**config.mk**
```make
export PLATFORM = sky130hd
export DESIGN_NAME = instr_fetch_unit_flat
export DESIGN_NICKNAME = d
export VERILOG_FILES = /design/src/rtl/cpu_pkg.sv /design/src/rtl/instr_fetch_unit_if.sv /design/src/rtl/instr_fetch_unit_pc_counter.sv /design/src/rtl/instr_fetch_unit.sv /design/src/flat_wrapper.sv
export SDC_FILE = /design/constraint.sdc
export NUM_CORES = 1
export LEC_CHECK = 0
export ABC_CLOCK_PERIOD_IN_PS = 2400
export CORE_UTILIZATION = 35
export DETAILED_ROUTE_END_ITERATION = 8
export HOLD_SLACK_MARGIN = 0.12
export PLACE_DENSITY_LB_ADDON = 0.1
export SKIP_CTS_REPAIR_TIMING = 1
export SYNTH_ARGS = -nofsm -noshare
export SYNTH_HDL_FRONTEND = slang
export SYNTH_SLANG_ARGS = --single-unit
```
**constraint.sdc**
```tcl
create_clock -name clk -period 2.4 [get_ports clk]
set_clock_uncertainty 0.15 [all_clocks]
set_input_delay 0.48 -clock clk [delete_from_list [all_inputs] [get_ports clk]]
set_output_delay 0.48 -clock clk [all_outputs]
set_load 0.02 [all_outputs]
```
**src/rtl/cpu_pkg.sv**
```systemverilog
// Shared CPU definitions: datapath widths, opcode encodings and fetch FSM states.
package cpu_pkg;

  localparam int PC_W    = 8;
  localparam int INSTR_W = 10;
  localparam int OPC_W   = 4;

  localparam logic [OPC_W-1:0] OPC_ADD   = 4'b0000;
  localparam logic [OPC_W-1:0] OPC_SUB   = 4'b0001;
  localparam logic [OPC_W-1:0] OPC_AND   = 4'b0010;
  localparam logic [OPC_W-1:0] OPC_OR    = 4'b0011;
  localparam logic [OPC_W-1:0] OPC_XOR   = 4'b0100;
  localparam logic [OPC_W-1:0] OPC_NOT   = 4'b0101;
  localparam logic [OPC_W-1:0] OPC_SHL   = 4'b0110;
  localparam logic [OPC_W-1:0] OPC_SHR   = 4'b0111;
  localparam logic [OPC_W-1:0] OPC_LDI   = 4'b1000;
  localparam logic [OPC_W-1:0] OPC_MOV   = 4'b1001;
  localparam logic [OPC_W-1:0] OPC_JMP   = 4'b1010;
  localparam logic [OPC_W-1:0] OPC_LOAD  = 4'b1011;
  localparam logic [OPC_W-1:0] OPC_STORE = 4'b1100;
  localparam logic [OPC_W-1:0] OPC_HALT  = 4'b1111;

  typedef enum logic [2:0] {
    IDLE   = 3'd0,
    REQ    = 3'd1,
    WAIT   = 3'd2,
    HOLD   = 3'd3,
    HALTED = 3'd4
  } fetch_state_t;

endpackage

```
**src/rtl/instr_fetch_unit_if.sv**
```systemverilog
// Fetch-unit bus: control-unit jump input, instruction-memory port and downstream handshake.
interface instr_fetch_unit_if;
  import cpu_pkg::*;

  logic               load_PC;
  logic [PC_W-1:0]    pc_value;
  logic               imem_req;
  logic [PC_W-1:0]    imem_addr;
  logic               imem_rvalid;
  logic [INSTR_W-1:0] imem_rdata;
  logic [INSTR_W-1:0] instruction;
  logic               instr_valid;
  logic               instr_ready;
  logic [PC_W-1:0]    pc_out;
  logic               halted;

  modport master (
    input  load_PC, pc_value, imem_rvalid, imem_rdata, instr_ready,
    output imem_req, imem_addr, instruction, instr_valid, pc_out, halted
  );

  modport slave (
    output load_PC, pc_value, imem_rvalid, imem_rdata, instr_ready,
    input  imem_req, imem_addr, instruction, instr_valid, pc_out, halted
  );

endinterface

```
**src/rtl/instr_fetch_unit_pc_counter.sv**
```systemverilog
// Program counter register: load beats increment, increment wraps at 2^WIDTH.
module pc_counter #(
  parameter int               WIDTH     = 8,
  parameter logic [WIDTH-1:0] RESET_VAL = '0
) (
  input  logic             clk,
  input  logic             rst,
  input  logic             load,
  input  logic [WIDTH-1:0] load_value,
  input  logic             inc,
  output logic [WIDTH-1:0] pc,
  output logic [WIDTH-1:0] pc_next
);

  always_comb begin
    pc_next = pc;
    if (load)
      pc_next = load_value;
    else if (inc)
      pc_next = pc + 1'b1;
  end

  always_ff @(posedge clk or posedge rst) begin
    if (rst)
      pc <= RESET_VAL;
    else
      pc <= pc_next;
  end

endmodule

```
**src/rtl/instr_fetch_unit.sv**
```systemverilog
// Fetch stage: issues instruction-memory reads from the PC and hands words to the control unit.
//   state  | meaning
//   IDLE   | first cycle after reset
//   REQ    | read strobe on imem_req for this cycle
//   WAIT   | awaiting imem_rvalid (drop=1 marks the response stale)
//   HOLD   | word on instruction until instr_ready
//   HALTED | HALT opcode fetched; only load_PC or reset restarts
module instr_fetch_unit
  import cpu_pkg::*;
#(
  parameter logic [PC_W-1:0]  RESET_PC    = '0,
  parameter logic [OPC_W-1:0] HALT_OPCODE = OPC_HALT
) (
  input  logic               clk,
  input  logic               reset,
  instr_fetch_unit_if.master bus
);

  fetch_state_t       state, state_nxt;
  logic               drop, drop_nxt;
  logic [PC_W-1:0]    pc, pc_nxt;
  logic               resp, resp_live, is_halt, pc_inc;

  logic               imem_req_q;
  logic [PC_W-1:0]    imem_addr_q;
  logic [INSTR_W-1:0] instruction_q;
  logic               instr_valid_q;
  logic [PC_W-1:0]    pc_out_q;
  logic               halted_q;

  assign resp      = (state == WAIT) && bus.imem_rvalid;
  assign is_halt   = (bus.imem_rdata[INSTR_W-1 -: OPC_W] == HALT_OPCODE);
  assign resp_live = resp && !drop && !bus.load_PC;
  assign pc_inc    = resp_live && !is_halt;

  pc_counter #(
    .WIDTH     (PC_W),
    .RESET_VAL (RESET_PC)
  ) u_pc (
    .clk        (clk),
    .rst        (reset),
    .load       (bus.load_PC),
    .load_value (bus.pc_value),
    .inc        (pc_inc),
    .pc         (pc),
    .pc_next    (pc_nxt)
  );

  always_comb begin
    state_nxt = state;
    if (bus.load_PC) begin
      case (state)
        IDLE, HALTED: state_nxt = REQ;
        REQ:          state_nxt = WAIT;
        WAIT:         state_nxt = bus.imem_rvalid ? REQ : WAIT;
        HOLD:         state_nxt = REQ;
        default:      state_nxt = IDLE;
      endcase
    end else begin
      case (state)
        IDLE:    state_nxt = REQ;
        REQ:     state_nxt = WAIT;
        WAIT:    if (bus.imem_rvalid) state_nxt = drop ? REQ : (is_halt ? HALTED : HOLD);
        HOLD:    if (bus.instr_ready) state_nxt = REQ;
        HALTED:  state_nxt = HALTED;
        default: state_nxt = IDLE;
      endcase
    end
  end

  // A request already issued for the old PC must have its response discarded.
  always_comb begin
    drop_nxt = drop;
    if (resp)
      drop_nxt = 1'b0;
    if (bus.load_PC && ((state == REQ) || ((state == WAIT) && !bus.imem_rvalid)))
      drop_nxt = 1'b1;
  end

  always_ff @(posedge clk or posedge reset) begin
    if (reset) begin
      state         <= IDLE;
      drop          <= 1'b0;
      imem_req_q    <= 1'b0;
      imem_addr_q   <= '0;
      instruction_q <= '0;
      instr_valid_q <= 1'b0;
      pc_out_q      <= '0;
      halted_q      <= 1'b0;
    end else begin
      state         <= state_nxt;
      drop          <= drop_nxt;
      imem_req_q    <= (state_nxt == REQ);
      if (state_nxt == REQ)
        imem_addr_q <= pc_nxt;
      if (pc_inc) begin
        instruction_q <= bus.imem_rdata;
        pc_out_q      <= pc;
      end
      instr_valid_q <= (state_nxt == HOLD);
      halted_q      <= (state_nxt == HALTED);
    end
  end

  assign bus.imem_req    = imem_req_q;
  assign bus.imem_addr   = imem_addr_q;
  assign bus.instruction = instruction_q;
  assign bus.instr_valid = instr_valid_q;
  assign bus.pc_out      = pc_out_q;
  assign bus.halted      = halted_q;

endmodule

```
**src/flat_wrapper.sv**
```systemverilog
// flat-port wrapper written by rule: the top's interface ports become plain ports
module instr_fetch_unit_flat import cpu_pkg::*;
#(
  parameter logic [PC_W-1:0]  RESET_PC    = '0,
  parameter logic [OPC_W-1:0] HALT_OPCODE = OPC_HALT
)
  (clk, reset, bus_load_PC, bus_pc_value, bus_imem_rvalid, bus_imem_rdata, bus_instr_ready, bus_imem_req, bus_imem_addr, bus_instruction, bus_instr_valid, bus_pc_out, bus_halted);
  instr_fetch_unit_if bus_i ();
  input  logic clk;
  input  logic reset;
  input wire logic [$bits(bus_i.load_PC)-1:0] bus_load_PC;
  input wire logic [$bits(bus_i.pc_value)-1:0] bus_pc_value;
  input wire logic [$bits(bus_i.imem_rvalid)-1:0] bus_imem_rvalid;
  input wire logic [$bits(bus_i.imem_rdata)-1:0] bus_imem_rdata;
  input wire logic [$bits(bus_i.instr_ready)-1:0] bus_instr_ready;
  output wire logic [$bits(bus_i.imem_req)-1:0] bus_imem_req;
  output wire logic [$bits(bus_i.imem_addr)-1:0] bus_imem_addr;
  output wire logic [$bits(bus_i.instruction)-1:0] bus_instruction;
  output wire logic [$bits(bus_i.instr_valid)-1:0] bus_instr_valid;
  output wire logic [$bits(bus_i.pc_out)-1:0] bus_pc_out;
  output wire logic [$bits(bus_i.halted)-1:0] bus_halted;
  assign bus_i.load_PC = bus_load_PC;
  assign bus_i.pc_value = bus_pc_value;
  assign bus_i.imem_rvalid = bus_imem_rvalid;
  assign bus_i.imem_rdata = bus_imem_rdata;
  assign bus_i.instr_ready = bus_instr_ready;
  assign bus_imem_req = bus_i.imem_req;
  assign bus_imem_addr = bus_i.imem_addr;
  assign bus_instruction = bus_i.instruction;
  assign bus_instr_valid = bus_i.instr_valid;
  assign bus_pc_out = bus_i.pc_out;
  assign bus_halted = bus_i.halted;
  instr_fetch_unit #(.RESET_PC(RESET_PC), .HALT_OPCODE(HALT_OPCODE)) u_core (.clk(clk), .reset(reset), .bus(bus_i));
endmodule
```
Word-level counts from Yosys, hierarchy flattened --
Cells that the tools add are included.
Cells by class: $add $sub $neg 1, eq/ne operators 8, muxes and demuxes 12, reduce and logical (&&, ||, !) cells 14
Operators with widths (number):
- $mux W8 | 2
- $mux W3 | 5
- $pmux W3 S5 | 1
- $eq A3 B2 Y1 const B | 3
- $pmux W3 S3 | 1
- $add A8 B1 Y8 const B | 1
- $eq A3 B1 Y1 const B | 2
- $eq A3 B3 Y1 const B | 2
- $logic_and A1 B1 Y1 | 6
- $eq A4 B4 Y1 const B | 1
- $logic_not A1 Y1 | 4
- $logic_not A3 Y1 | 1
- $reduce_or A3 Y1 | 1
- $mux W1 | 2
- $mux W2 | 1
- $reduce_bool A2 Y1 | 1
- $logic_or A1 B1 Y1 | 1
Word-level totals: bits in registers 41, word-level logic and storage cells 44

Logic depth before layout (Yosys ltp) --
depth after elaboration 7, mapped depth 6

Modules after synthesis --
Synthesis repeated with hierarchy kept, for this count alone.
Unflattened totals: cells, all modules 145, area, all modules 1856.8 sq um
By module, submodules not included:
- instr_fetch_unit | times used 1, cells each 95, area an instance 1410.1 sq um
- pc_counter | times used 1, cells each 50, area an instance 446.7 sq um

Worst setup path before layout --
OpenSTA, ideal clock, no wires.
kind input-to-reg, start point input port bus_imem_rvalid, end point register u_core.instruction_q[5], in the netlist u_core.bus.instruction[5], arrival 1.713 ns, slack 0.413 ns, cell stages on the path 5, path buffers 1, cell sequence nor3b_4 nand3_2 nor2_2 buf_4 mux2_2
Between the ends: longest elaborated chain between the ends 4
Ends and longest elaborated chain:
- from (decl) | line flat_wrapper.sv:13 | input wire logic [$bits(bus_i.imem_rvalid)-1:0] bus_imem_rvalid;
- $logic_and A1 B1 Y1 | line instr_fetch_unit.sv:31 | assign resp = (state == WAIT) && bus.imem_rvalid;
- $logic_and A1 B1 Y1 (2 in a row) | line instr_fetch_unit.sv:33 | assign resp_live = resp && !drop && !bus.load_PC;
- $logic_and A1 B1 Y1 | line instr_fetch_unit.sv:34 | assign pc_inc = resp_live && !is_halt;
- to (signal assigned) | line instr_fetch_unit.sv:97 | instruction_q <= bus.imem_rdata;
- to (decl) | line instr_fetch_unit.sv:26 | logic [INSTR_W-1:0] instruction_q;
No other way between the ends. A chain may end at the register's enable or synchronous reset.

Final worst setup path --
start point input port bus_imem_rdata[9], end point register u_core.imem_addr_q[0], in the netlist u_core.bus.imem_addr[0]
Between the ends: longest elaborated chain between the ends 7, elaborated cells on any way between the ends 11
Ends and longest elaborated chain:
- from (decl) | line flat_wrapper.sv:14 | input wire logic [$bits(bus_i.imem_rdata)-1:0] bus_imem_rdata;
- $eq A4 B4 Y1 | line instr_fetch_unit.sv:32 | assign is_halt = (bus.imem_rdata[INSTR_W-1 -: OPC_W] == HALT_OPCODE);
- $mux W3 (3 in a row) | line instr_fetch_unit.sv:63 | WAIT: if (bus.imem_rvalid) state_nxt = drop ? REQ : (is_halt ? HALTED : HOLD);
- $pmux W3 S5 | line instr_fetch_unit.sv:60 | case (state)
- $mux W3 | line instr_fetch_unit.sv:51 | if (bus.load_PC) begin
- via u_core.state_nxt[1] | line instr_fetch_unit.sv:19 | fetch_state_t state, state_nxt;
- $eq A3 B1 Y1 | line instr_fetch_unit.sv:94 | if (state_nxt == REQ)
- to (signal assigned) | line instr_fetch_unit.sv:95 | imem_addr_q <= pc_nxt;
- to (decl) | line instr_fetch_unit.sv:25 | logic [PC_W-1:0] imem_addr_q;
The timed path passes the listed nets, and every way through them passes these cells.

==> results summary <==
The run finished with clean final reports. The commonest cells after synthesis are dfrtp_1, mux2_2, nand2_1. The mapped cell area is 1820 sq um. In this run, placement finished with an instance count of 270.

In this run the mean area of a mapped cell was ~13 sq um. Once layout is complete, the utilization of the core stands at 0.5360. The primary flip-flop cell chosen by synthesis mapping is dfrtp_1. The count of max-cap constraint violations came out at 0. The synthesized netlist net count came out at 165. The cell accounting for the most synthesized area is dfrtp_1.

0 antenna diodes ended up in the layout. In this run the worst setup path begins at bus_imem_rdata[9]. By instance count, the leading cell after synthesis is dfrtp_1. Clock latency on the worst-skew pair, taken at its later pin, is between 0.2 and 0.3 ns.

The quantity of I/O buffers inserted on ports came out at 51. The hold violation total from the final report came out at 0. In this run the power density over the cells is around 1100 nW/um^2.

The number of H-tree levels came out at 2. For this block, the routed nets add up to about 3.8 mm of wire. The die extent in y is between 70 and 80 microns. For this configuration, the core starts out at a cell density of 0.3755. Summed over all nets, the half-perimeter wirelength after detailed placement is just under 3 mm. The worst slew margin relative to its limit is 0.6544.

The period utilization came out at 0.9449. The type of element capturing the critical path is a flip-flop. For this block, the initial DRC count from the detailed router was 45. The path type of the worst min-delay path is flip-flop to flip-flop.

After layout, the design draws a total of between 2 and 3 mW. Sorting the synthesized cells by area gives the leading types as dfrtp_1, mux2_2, mux2_4. The worst setup path is launched from a primary input. The non-filler instance count after layout came out at 277. Counting flops with a built-in enable in the synthesized netlist gives 0. The clock tree from TritonCTS is built. For this run, the total global-route usage over all layers was measured as 0.1533. The largest fanout of any net on the critical path is 9. The clock slew at the register clock pins of the worst setup and hold paths came out at 0.07 ns.

The final number of max-transition violations is 0. The die covers around 5500 sq um. The die is 74.12 microns wide. For this run, the register share of the synthesized area comes to 0.5636. The proportion of synthesized flip-flops having asynchronous set or reset is 1.000. The congestion estimate from routability-driven global placement came to around 0.75. For this run, the number of Yosys warnings is 0.

The number of antenna violations at the first check in global routing is 0. The total number of placement rows is 25. The buffer depth of the longest clock path is 2. The total iterations of the first detailed-routing run is 4. The number of clock sinks came out at 41. The startpoint identified for the worst hold timing path is u_core.bus.instruction[0]. The largest net degree at the start of global routing is 27. The via count of the routed design came out at between 1,000 and 1,500. The first global-routing pass estimated 6.348 mm of wire. The total global routing overflow came out at 0. The number of I/O pins is 52. The worst voltage drop across the vdd grid came out at slightly below 0.6 mV. The number of setup violations in the final report is 0. The minimum setup slack among reg-to-reg paths came out at ~0.41 ns. The area growth from synthesis to final layout came out at 42.75%. The type of the worst setup path is primary input to flip-flop. Data arrives at the worst endpoint at about 2.3 ns. The CTS buffer count is 5. The number of nets in the finished design came out at between 200 and 250. The number of distinct library cells after synthesis came out at 31.

The root buffer cell chosen for the clock tree is clkbuf_8. The number of nets with antenna violations after routing is 0. The setup TNS is 0 ns.

The remaining design rule violation count is 0. Setup repair after global routing left no endpoint under its margin. Dividing the detail-routed wire length by the instance count gives around 14 microns.

Before CTS, the worst setup slack after placement is -0.1840 ns. The routed design could run at a clock period as short as between 2 and 2.5 ns. The cell count after synthesis came out at between 100 and 150. In the routed layout, each cell is associated on average with a via count of a little under 5.

The critical path required time is 2.41 ns. The startpoint of the worst register-to-register path is u_core.state[0]. Synthesis inferred a little over 40 register bits.

The maximum frequency from static timing analysis came out at 441.0 MHz. The via count of the first global-routing pass is around 1,400. The share of synthesized area in the top cell type comes to 0.5636. The reported leakage power is 1.119 nW. The floorplan step defined a core boundary enclosing 4848 sq um. The setup slack after layout came out at between 0.1 and 0.15 ns. The proportion of layout cells with a drive suffix above 1 came out at 0.2714. The slew at the pin with the worst max-slew slack is 0.5178 ns.
[per-layer routing]
metal,vias to the layer above,global-route usage,wire (microns)
li1,641,-,-
met1,653,0.2005,1734
met2,36,0.2434,1867
met3,4,0.04878,200
met4,0,0.04701,28
met5,-,0,0
[final cells by class]
class	instances	area [sq um]
clock buffers	7	86.33
repair buffers	66	635.6
well taps	67	83.83
flip-flops and latches	41	1026
multi-input cells	93	755.7
fillers	435	2250
inverters	3	11.26
[logic make-up after synthesis]
logic type,after synthesis,synth area share
adder cells (fa/ha/maj),1,0.006872
AO/OA/AOI/OAI,11,0.03368
AND/OR/NAND/NOR,45,0.1533
flip-flops,41,0.5636
multiplexers,32,0.2021
buffers and inverters,7,0.02130
XOR/XNOR,4,0.01925
[state kept, by name, indices dropped and copies added (netlist names)]
signal / cells
u_core.bus.instr_valid: 1
u_core.bus.instruction: 10
u_core.bus.halted: 1
u_core.drop: 1
u_core.bus.pc_out: 8
u_core.state: 3
u_core.u_pc.pc: 8
u_core.bus.imem_req: 1
u_core.bus.imem_addr: 8
[worst paths after layout]
kind                                             end  cells after the start
hold reg to reg            u_core.bus.instruction[0]                      1
min in group asynchronous       u_core.bus.pc_out[5]                      3
setup reg to reg             u_core.bus.imem_addr[0]                      5
hold / removal             u_core.bus.instruction[0]                      1
setup / recovery             u_core.bus.imem_addr[0]                      7
max in group asynchronous       u_core.bus.pc_out[0]                      3
[placed cells by master, fill, tap and decap left out]
cell type	n
a21oi_1	3
a2bb2oi_1	1
and3_1	3
buf_12	1
buf_4	14
clkbuf_1	1
clkbuf_8	6
clkdlybuf4s50_1	51
dfrtp_1	41
ha_1	1
inv_1	3
mux2_2	26
mux2_4	3
mux2i_1	3
nand2_1	10
nand2b_1	1
nand3_1	1
nand3_2	3
nand4_1	7
nor2_1	3
nor2_2	2
nor2b_1	4
nor2b_4	1
nor3_1	4
nor3b_1	2
nor3b_4	1
nor4_1	1
o211ai_1	1
o21ai_0	6
or4_1	2
xnor2_1	1
xor2_1	3
[critical path: stages]
cell and delay (ns):
clkdlybuf4s50_1 0.49, nand4_1 0.11, buf_4 0.17, nand4_1 0.08, a21oi_1 0.10, nor2_2 0.44, mux2_2 0.40
[stage by stage]
stage / area [sq um] / hold WS (ns)
floorplan: 1821 / 0.3387
global placement: 2512 / 0.3378
detailed placement: 2512 / 0.3452
CTS: 2599 / 0.3615
global route: 2599 / 0.3676
finish: 2599 / 0.3550
[report_power, final]
part | internal (mW) | total, mW | switching [mW] | leakage, nW
combinational | 0.769 | 1.39 | 0.620 | 0.568
clock | 0.228 | 0.438 | 0.210 | 0.0443
sequential | 0.958 | 1.15 | 0.194 | 0.506
total | 1.95 | 2.98 | 1.02 | 1.12
No activity file was read; power rests on OpenSTA's default activity.
